### src/rtl/bundle_threshold_decoder_if.sv
// Port bundle between the bundle source and bundle_threshold_decoder.
// The master drives samples and clear; the slave (decoder) returns decisions and statistics.
interface bundle_threshold_decoder_if #(
  parameter int N      = 10,
  parameter int WINDOW = 16
);
  localparam int CW = $clog2(WINDOW + 1);

  logic [N-1:0]  bundle_i;
  logic          valid_i;
  logic          clear_i;
  logic          decision_o;
  logic          ambiguous_o;
  logic          result_valid_o;
  logic [CW-1:0] ones_cnt_o;
  logic [CW-1:0] zeros_cnt_o;
  logic [CW-1:0] undef_cnt_o;
  logic [15:0]   amb_total_o;

  modport master (
    output bundle_i, valid_i, clear_i,
    input  decision_o, ambiguous_o, result_valid_o,
    input  ones_cnt_o, zeros_cnt_o, undef_cnt_o, amb_total_o
  );

  modport slave (
    input  bundle_i, valid_i, clear_i,
    output decision_o, ambiguous_o, result_valid_o,
    output ones_cnt_o, zeros_cnt_o, undef_cnt_o, amb_total_o
  );
endinterface

### src/rtl/bundle_threshold_decoder.sv
// Classifies bundle samples by popcount and decides one logical bit per WINDOW samples.
// Define DECODER_STATS_EN to build the per-window counts and the saturating ambiguous total.
module bundle_threshold_decoder #(
  parameter int N         = 10,
  parameter int HI_THRESH = 8,
  parameter int LO_THRESH = 2,
  parameter int WINDOW    = 16
) (
  input  logic                    clk,
  input  logic                    reset_n,
  bundle_threshold_decoder_if.slave bus
);
  localparam int CW = $clog2(WINDOW + 1);
  localparam int PW = $clog2(N + 1);

  typedef enum logic [1:0] {IDLE, ACCUM, REPORT} state_t;
  typedef enum logic [1:0] {CLS_ZERO, CLS_ONE, CLS_AMB} cls_t;

  state_t        state;
  logic          s1_valid;
  logic [N-1:0]  s1_bundle;
  logic          s2_valid;
  cls_t          s2_cls;
  logic [PW-1:0] s2_pop;
  logic [PW-1:0] pop;
  cls_t          cls;
  logic [CW-1:0] ones_acc, zeros_acc, win_cnt;
  logic [CW-1:0] ones_next, zeros_next, win_next;
  logic          one_wins, zero_wins;
  logic          decision, ambiguous, result_valid;

  always_comb begin
    pop = '0;
    for (int k = 0; k < N; k++) pop = pop + PW'(s1_bundle[k]);
    if (pop >= PW'(HI_THRESH))      cls = CLS_ONE;
    else if (pop <= PW'(LO_THRESH)) cls = CLS_ZERO;
    else                            cls = CLS_AMB;
  end

  // A REPORT cycle restarts the window, so a sample landing then becomes sample 1 of the next one.
  always_comb begin
    ones_next  = (state == REPORT) ? '0 : ones_acc;
    zeros_next = (state == REPORT) ? '0 : zeros_acc;
    win_next   = (state == REPORT) ? '0 : win_cnt;
    if (s2_valid) begin
      win_next = win_next + CW'(1);
      if (s2_cls == CLS_ONE)  ones_next  = ones_next + CW'(1);
      if (s2_cls == CLS_ZERO) zeros_next = zeros_next + CW'(1);
    end
  end

  assign one_wins  = (ones_acc > zeros_acc) && ({ones_acc, 1'b0} >= (CW+1)'(WINDOW));
  assign zero_wins = (zeros_acc > ones_acc) && ({zeros_acc, 1'b0} >= (CW+1)'(WINDOW));

`ifdef DECODER_STATS_EN
  logic [CW-1:0] undef_acc, undef_next;
  logic [CW-1:0] ones_cnt, zeros_cnt, undef_cnt;
  logic [15:0]   amb_total;
  logic [16:0]   amb_sum;

  always_comb begin
    undef_next = (state == REPORT) ? '0 : undef_acc;
    if (s2_valid && s2_cls == CLS_AMB) undef_next = undef_next + CW'(1);
  end

  assign amb_sum = {1'b0, amb_total} + 17'(undef_acc);
`endif

  always_ff @(posedge clk) begin
    if (!reset_n || bus.clear_i) begin
      state        <= IDLE;
      s1_valid     <= 1'b0;
      s1_bundle    <= '0;
      s2_valid     <= 1'b0;
      s2_cls       <= CLS_ZERO;
      s2_pop       <= '0;
      ones_acc     <= '0;
      zeros_acc    <= '0;
      win_cnt      <= '0;
      result_valid <= 1'b0;
`ifdef DECODER_STATS_EN
      undef_acc    <= '0;
      amb_total    <= '0;
`endif
      // Clear keeps the last decision and counts visible; only reset wipes them.
      if (!reset_n) begin
        decision  <= 1'b0;
        ambiguous <= 1'b0;
`ifdef DECODER_STATS_EN
        ones_cnt  <= '0;
        zeros_cnt <= '0;
        undef_cnt <= '0;
`endif
      end
    end else begin
      s1_valid     <= bus.valid_i;
      s1_bundle    <= bus.bundle_i;
      s2_valid     <= s1_valid;
      s2_cls       <= cls;
      s2_pop       <= pop;
      ones_acc     <= ones_next;
      zeros_acc    <= zeros_next;
      win_cnt      <= win_next;
      result_valid <= (state == REPORT);
`ifdef DECODER_STATS_EN
      undef_acc    <= undef_next;
`endif
      if (state == REPORT) begin
        if (one_wins) begin
          decision  <= 1'b1;
          ambiguous <= 1'b0;
        end else if (zero_wins) begin
          decision  <= 1'b0;
          ambiguous <= 1'b0;
        end else begin
          ambiguous <= 1'b1;
        end
`ifdef DECODER_STATS_EN
        ones_cnt  <= ones_acc;
        zeros_cnt <= zeros_acc;
        undef_cnt <= undef_acc;
        amb_total <= amb_sum[16] ? 16'hFFFF : amb_sum[15:0];
`endif
      end
      if (win_next == CW'(WINDOW))          state <= REPORT;
      else if (s2_valid || state == REPORT) state <= ACCUM;
    end
  end

  assign bus.decision_o     = decision;
  assign bus.ambiguous_o    = ambiguous;
  assign bus.result_valid_o = result_valid;
`ifdef DECODER_STATS_EN
  assign bus.ones_cnt_o     = ones_cnt;
  assign bus.zeros_cnt_o    = zeros_cnt;
  assign bus.undef_cnt_o    = undef_cnt;
  assign bus.amb_total_o    = amb_total;
`else
  assign bus.ones_cnt_o     = '0;
  assign bus.zeros_cnt_o    = '0;
  assign bus.undef_cnt_o    = '0;
  assign bus.amb_total_o    = '0;
`endif

  // The registered popcount is kept for debug visibility alongside the class.
  logic unused_pop;
  assign unused_pop = ^s2_pop;
endmodule

### src/flat_wrapper.sv
// flat-port wrapper written by rule: the top's interface ports become plain ports
module bundle_threshold_decoder_flat 
#(
  parameter int N         = 10,
  parameter int HI_THRESH = 8,
  parameter int LO_THRESH = 2,
  parameter int WINDOW    = 16
)
  (clk, reset_n, bus_bundle_i, bus_valid_i, bus_clear_i, bus_decision_o, bus_ambiguous_o, bus_result_valid_o, bus_ones_cnt_o, bus_zeros_cnt_o, bus_undef_cnt_o, bus_amb_total_o);
  bundle_threshold_decoder_if #(.N(N), .WINDOW(WINDOW)) bus_i ();
  input  logic clk;
  input  logic reset_n;
  input wire logic [$bits(bus_i.bundle_i)-1:0] bus_bundle_i;
  input wire logic [$bits(bus_i.valid_i)-1:0] bus_valid_i;
  input wire logic [$bits(bus_i.clear_i)-1:0] bus_clear_i;
  output wire logic [$bits(bus_i.decision_o)-1:0] bus_decision_o;
  output wire logic [$bits(bus_i.ambiguous_o)-1:0] bus_ambiguous_o;
  output wire logic [$bits(bus_i.result_valid_o)-1:0] bus_result_valid_o;
  output wire logic [$bits(bus_i.ones_cnt_o)-1:0] bus_ones_cnt_o;
  output wire logic [$bits(bus_i.zeros_cnt_o)-1:0] bus_zeros_cnt_o;
  output wire logic [$bits(bus_i.undef_cnt_o)-1:0] bus_undef_cnt_o;
  output wire logic [$bits(bus_i.amb_total_o)-1:0] bus_amb_total_o;
  assign bus_i.bundle_i = bus_bundle_i;
  assign bus_i.valid_i = bus_valid_i;
  assign bus_i.clear_i = bus_clear_i;
  assign bus_decision_o = bus_i.decision_o;
  assign bus_ambiguous_o = bus_i.ambiguous_o;
  assign bus_result_valid_o = bus_i.result_valid_o;
  assign bus_ones_cnt_o = bus_i.ones_cnt_o;
  assign bus_zeros_cnt_o = bus_i.zeros_cnt_o;
  assign bus_undef_cnt_o = bus_i.undef_cnt_o;
  assign bus_amb_total_o = bus_i.amb_total_o;
  bundle_threshold_decoder #(.N(N), .HI_THRESH(HI_THRESH), .LO_THRESH(LO_THRESH), .WINDOW(WINDOW)) u_core (.clk(clk), .reset_n(reset_n), .bus(bus_i));
endmodule
### config.mk
export PLATFORM = sky130hd
export DESIGN_NAME = bundle_threshold_decoder_flat
export DESIGN_NICKNAME = d
export VERILOG_FILES = /design/src/rtl/bundle_threshold_decoder_if.sv /design/src/rtl/bundle_threshold_decoder.sv /design/src/flat_wrapper.sv
export SDC_FILE = /design/constraint.sdc
export NUM_CORES = 1
export LEC_CHECK = 0
export CAP_MARGIN = 5
export CORE_MARGIN = 4
export CORE_UTILIZATION = 49
export DETAILED_ROUTE_END_ITERATION = 10
export GPL_TIMING_DRIVEN = 0
export PLACE_DENSITY = 0.91
export SYNTH_ARGS = -nofsm -noshare
export SYNTH_HDL_FRONTEND = slang
export SYNTH_SLANG_ARGS = --single-unit
export TNS_END_PERCENT = 1
### constraint.sdc
create_clock -name clk -period 3.85 [get_ports clk]
set_input_delay 0.5775 -clock clk [delete_from_list [all_inputs] [get_ports clk]]
set_output_delay 0.5775 -clock clk [all_outputs]
set_load 0.1 [all_outputs]
# Word level (Yosys, flattened, before mapping)
# Index checks and enable logic that the tools add are counted.
# W data, S select, Z words.
# totals
output_inout_bits,34
inputBits,14
regBits,34
wordCells,69
# op_classes
eq_ne,4
order_cmp,6
add_sub_neg,12
mux,21
reduce_logical,13
# ops
cell,n
$mux W5,8
$add A4 B1 Y4,8
$add A5 B1 Y5 const B,3
$ge A6 B5 Y1 const B,2
$gt A5 B5 Y1,2
$mux W1,10
$mux W2,3
$eq A5 B5 Y1 const B,1
$ge A4 B4 Y1 const B,1
$le A4 B2 Y1 const B,1
$reduce_bool A2 Y1,2
$reduce_or A2 Y1,2
$reduce_and A3 Y1,1
$reduce_bool A3 Y1,1
$add A1 B1 Y2,1
$eq A2 B1 Y1 const B,1
$eq A2 B2 Y1 const B,1
$logic_and A1 B1 Y1,2
$logic_not A2 Y1,1
$logic_or A1 B1 Y1,2
$ne A2 B2 Y1 const B,1
$reduce_and A2 Y1,1
$logic_not A1 Y1,1

# Longest topological paths before layout
# Gate-level depths: netlist of the first run.
# depth
depth_word,12
ltp_mapped,12
mapped_depth_nobuf,12

# Least setup slack after synthesis of the first run
# OpenSTA, ideal clock, no wires.
# synth_timing
path_kind,flip-flop to flip-flop
start,register u_core.s1_bundle[0]
end,register u_core.s2_cls[1]
t_arrival_ns,3.156
required_ns,3.770
setup_time_ns,0.080
synth_period_minus_slack_ns,3.236
setup_slack_ns,0.614
n_path_buf,0
path_stages_with_launch,13
path_cell_list,dfxtp_1 -> ha_1 -> inv_1 -> fa_1 -> fa_1 -> fa_1 -> inv_1 -> fa_1 -> inv_1 -> fa_1 -> o22ai_1 -> a21oi_1 -> nor3b_1
# synth_via
elab_chain_len,11
word_cells_on_any_way,13
classes_between,add/sub (9); order compare (2); mux (1); reduce/logical (1)
# synth_lines
item,line,text
start: declaration,bundle_threshold_decoder.sv:21,logic [N-1:0] s1_bundle;
start signal: assignment,bundle_threshold_decoder.sv:97,s1_bundle <= bus.bundle_i;
$add A1 B1 Y2 (*),bundle_threshold_decoder.sv:34,for (int k = 0; k < N; k++) pop = pop + PW'(s1_bundle[k]);
$add A4 B1 Y4 (*) (8 in series),bundle_threshold_decoder.sv:34,
$le A4 B2 Y1 or $ge A4 B4 Y1 (tied branches),"bundle_threshold_decoder.sv:36, bundle_threshold_decoder.sv:35",
$mux W2 or $reduce_or A2 Y1 (tied branches),--,
end signal: assignment,bundle_threshold_decoder.sv:99,s2_cls <= cls;
end: declaration,bundle_threshold_decoder.sv:23,cls_t s2_cls;
# Every way passes the cells marked *; elsewhere a longest branch is shown, timed or not.
# A chain may end at the register's enable or synchronous reset.

# Worst setup path in the final report of the first run
# Ends and elaborated chain as after synthesis.

==> results of run 1 <==
## how the worst min path moves through the flow
| stage | startpoint | slack (ns) | cells past startpoint | endpoint |
|---|---|---|---|---|
| 6_report | u_core.s1_valid$_SDFF_PP0_ | 0.44 | 1 | u_core.s2_valid$_SDFF_PP0_ |
| 2_1_floorplan | u_core.s1_valid$_SDFF_PP0_ | 0.41 | 1 | u_core.s2_valid$_SDFF_PP0_ |
| 5_1_grt | u_core.s1_valid$_SDFF_PP0_ | 0.48 | 1 | u_core.s2_valid$_SDFF_PP0_ |
| 4_1_cts | u_core.s1_valid$_SDFF_PP0_ | 0.44 | 1 | u_core.s2_valid$_SDFF_PP0_ |
| 3_3_place_gp | u_core.s1_valid$_SDFF_PP0_ | 0.41 | 1 | u_core.s2_valid$_SDFF_PP0_ |
| 3_5_place_dp | u_core.s1_valid$_SDFF_PP0_ | 0.42 | 1 | u_core.s2_valid$_SDFF_PP0_ |
## logic make-up (layout without fill, tap and decap cells)
group,count (synthesis),after routing,synth area share
other,1,31,0.00191
adders and majority gates,19,19,0.144
DFF,34,34,0.356
and+or+nand+nor,74,74,0.203
xor gates and xnor gates,13,13,0.0579
buffers and inverters,57,81,0.172
AOI/OAI and AO/OA,19,19,0.0655
## Yosys cell counts (2+ instances only)
master and count:
fa_1 6, nor3_1 2, a21oi_1 6, dfxtp_1 32, o21a_1 2, nand2b_1 3
a31oi_1 2, a21o_1 2, nor2_1 21, o21ai_0 3, ha_1 13, nand4_1 5
xnor2_1 8, and2b_1 2, clkbuf_1 4, edfxtp_1 2, or3_1 2, buf_4 31
nor3b_1 2, xor2_1 5, inv_1 21, and2_1 17, nand3_1 2, nand2_1 12
## power by group through the flow
stage	logic, mW	clock network (mW)	registers (mW)
after global routing	0.242	0.283	0.365
after floorplan	0.192	0	0.379
after CTS	0.228	0.262	0.364
final	0.229	0.258	0.364
after global placement	0.223	0	0.372
after detailed placement	0.228	0	0.373
## area by class of cell
cell class                 count  area share
timing repair buffer          16      0.0671
tap                           48      0.0252
clock inverter                 2     0.00577
clock buffer                   6      0.0304
inverter                      21      0.0330
sequential                    34       0.294
multi-input combinational    156       0.437
buffer                        36       0.108
## worst max-delay path, stage by stage (launching register included)
cell,delay (ns)
dfxtp_1,0.31
ha_1,0.27
inv_1,0.05
fa_1,0.52
fa_1,0.46
fa_1,0.50
inv_1,0.05
fa_1,0.38
inv_1,0.08
fa_1,0.42
o22ai_1,0.16
a21oi_1,0.07
nor3b_1,0.16
## metal layers
layer / vias to the layer above / part of all wire / global-route usage
li1: 739 / - / -
met1: 627 / 0.41 / 0.162
met2: 38 / 0.52 / 0.250
met3: 3 / 0.066 / 0.0463
met4: 0 / 0.011 / 0.0438
met5: - / 0 / 0
## state kept, by name (all words and copies together) (netlist names)
| register | count |
|---|---|
| u_core.s1_bundle | 10 |
| u_core.ones_acc | 5 |
| u_core.win_cnt | 5 |
| u_core.zeros_acc | 5 |
| u_core.s2_cls | 2 |
| u_core.state | 2 |
| u_core.bus.ambiguous_o | 1 |
| u_core.bus.decision_o | 1 |
| u_core.bus.result_valid_o | 1 |
| u_core.s1_valid | 1 |
| u_core.s2_valid | 1 |
==> flow_metrics.tcl, run 1 <==
set metrics [dict create \
    dp_hpwl_um 2730 \
    fin_nets 303 \
    crit_path_end_kind "register" \
    reg2reg_to "u_core.s2_cls[1]$_SDFF_PP0_" \
    dieArea_mm2 0.00509 \
    hold_path.class "reg2reg" \
    wl_per_cell_um 10.8 \
    diodes 0 \
    grt_max_degree 12 \
    antenna_found_initial 0 \
    wl_um 3430 \
    place.gp.congestion 0.807 \
    fillers 332 \
    switching_power_mw 0.307 \
    post-route-util 0.633 \
    crit_path_start_kind "register" \
    hold_ws_ns 0.441 \
    cp-endpoint "u_core.s2_cls[1]$_SDFF_PP0_" \
    vias_per_cell 4.41 \
    clkLatencyLatePin_ns 0.29 \
    post-place-cells 311 \
    combPwrFrac 0.269 \
    start_util 0.522 \
    ir_drop_mv 0.259 \
    dpl_cell_area_mm2 0.00230 \
    slew_headroom 0.349 \
    h-tree-depth 2 \
    pwr-share-seq 0.428 \
    rsz0062_at_grt "false" \
    drive_gt1_frac 0.159 \
    leakagePower_nw 1.10 \
    grt_pass1_wl_um 5650 \
    clock-sinks 34 \
    synth.cell_area_mm2 0.00197 \
    vias 1407 \
    clk_pin_slew_ns 0.07 \
    io_buffers 16 \
    yosysTopAreaCellShare 0.325 \
    dpl_worst_slack_ns 0.375 \
    yosys.area.top_type "dfxtp_1" \
    setup_viol 0 \
    cts_setup_buffers 0 \
    ctsRootBufferMaster "clkbuf_8" \
    ff2ff_path_depth 12 \
    period_share 0.911 \
    cts_max_path_buffers 2 \
    tightest_slew_ns 0.973 \
    pin_count 48 \
    mostFrequentLayoutCells "dfxtp_1 (32), buf_4 (31), conb_1 (31)" \
    fin_cells 319 \
    ys_types 36 \
    async_flop_share 0 \
    rows 22 \
    ys_seq_elements 34 \
    drtPass1Iterations 4 \
    multi_input_area_mm2 0.00104 \
    yosys_warnings 0 \
    stdcell_area_mm2 0.00239 \
    cts_buffers 5 \
    synth.avg_cell_area_um2 9.07 \
    fin_skew_ns 0.00830 \
    seqCellArea_um2 701 \
    first_global_vias 1282 \
    fin_crit_ns 3.51 \
    overflow 0 \
    drtAntennaViolNets 0 \
    hold_buffers 0 \
    setup_ws_ns 0.344 \
    r2r_slack_ns 0.34 \
    area_growth_pct 21.3 \
    mostFrequentLayoutCell "dfxtp_1" \
    p_sw_frac 0.361 \
    fin_tns_setup_ns 0 \
    coreArea_mm2 0.00377 \
    cts_resized 0 \
    cts_tree "built" \
    synth_flop_cell "dfxtp_1" \
    hold_viol 0 \
    crit_fanout 2 \
    die_y_um 71.4 \
    grtUsageTotal 0.142 \
    timing.fmax_ghz 0.285 \
    status "finished, final reports clean" \
    clock_power_share 0.303 \
    power_density_mw_per_mm2 357 \
    dieWidth_um 71.4 \
    worst_ep_required_time_ns 4.07 \
    synth_edf_count 2 \
    worstReg2RegStart "u_core.s1_bundle[0]$_SDFF_PP0_" \
    startpoint "u_core.s1_bundle[0]$_SDFF_PP0_" \
    arrival_ns 3.73 \
    syn_inst 217 \
    crit_type "reg2reg" \
    fin_total_pwr_mw 0.851 \
    netlist_top_cells_area "dfxtp_1 (33%), buf_4 (12%), ha_1 (8.3%), fa_1 (6.1%), and2_1 (5.4%)" \
    internal_power_mw 0.544 \
    drt_iter0_markers 36 \
    synth-seq-area-share 0.356 \
    drv_slew 0 \
    drc 0 \
    max-cap-violations 0 \
]
(Power assumes the default switching activity.)
==> inputs of run 2 (changes only) <==
--- a/config.mk
+++ b/config.mk
@@ -5,7 +5,7 @@
 export SDC_FILE = /design/constraint.sdc
 export NUM_CORES = 1
 export LEC_CHECK = 0
-export CAP_MARGIN = 5
+export CAP_MARGIN = 10
 export CORE_MARGIN = 4
 export CORE_UTILIZATION = 49
 export DETAILED_ROUTE_END_ITERATION = 10
==> results of run 2 <==
No change in the layout: final DEF, timing and power equal those of run 1.
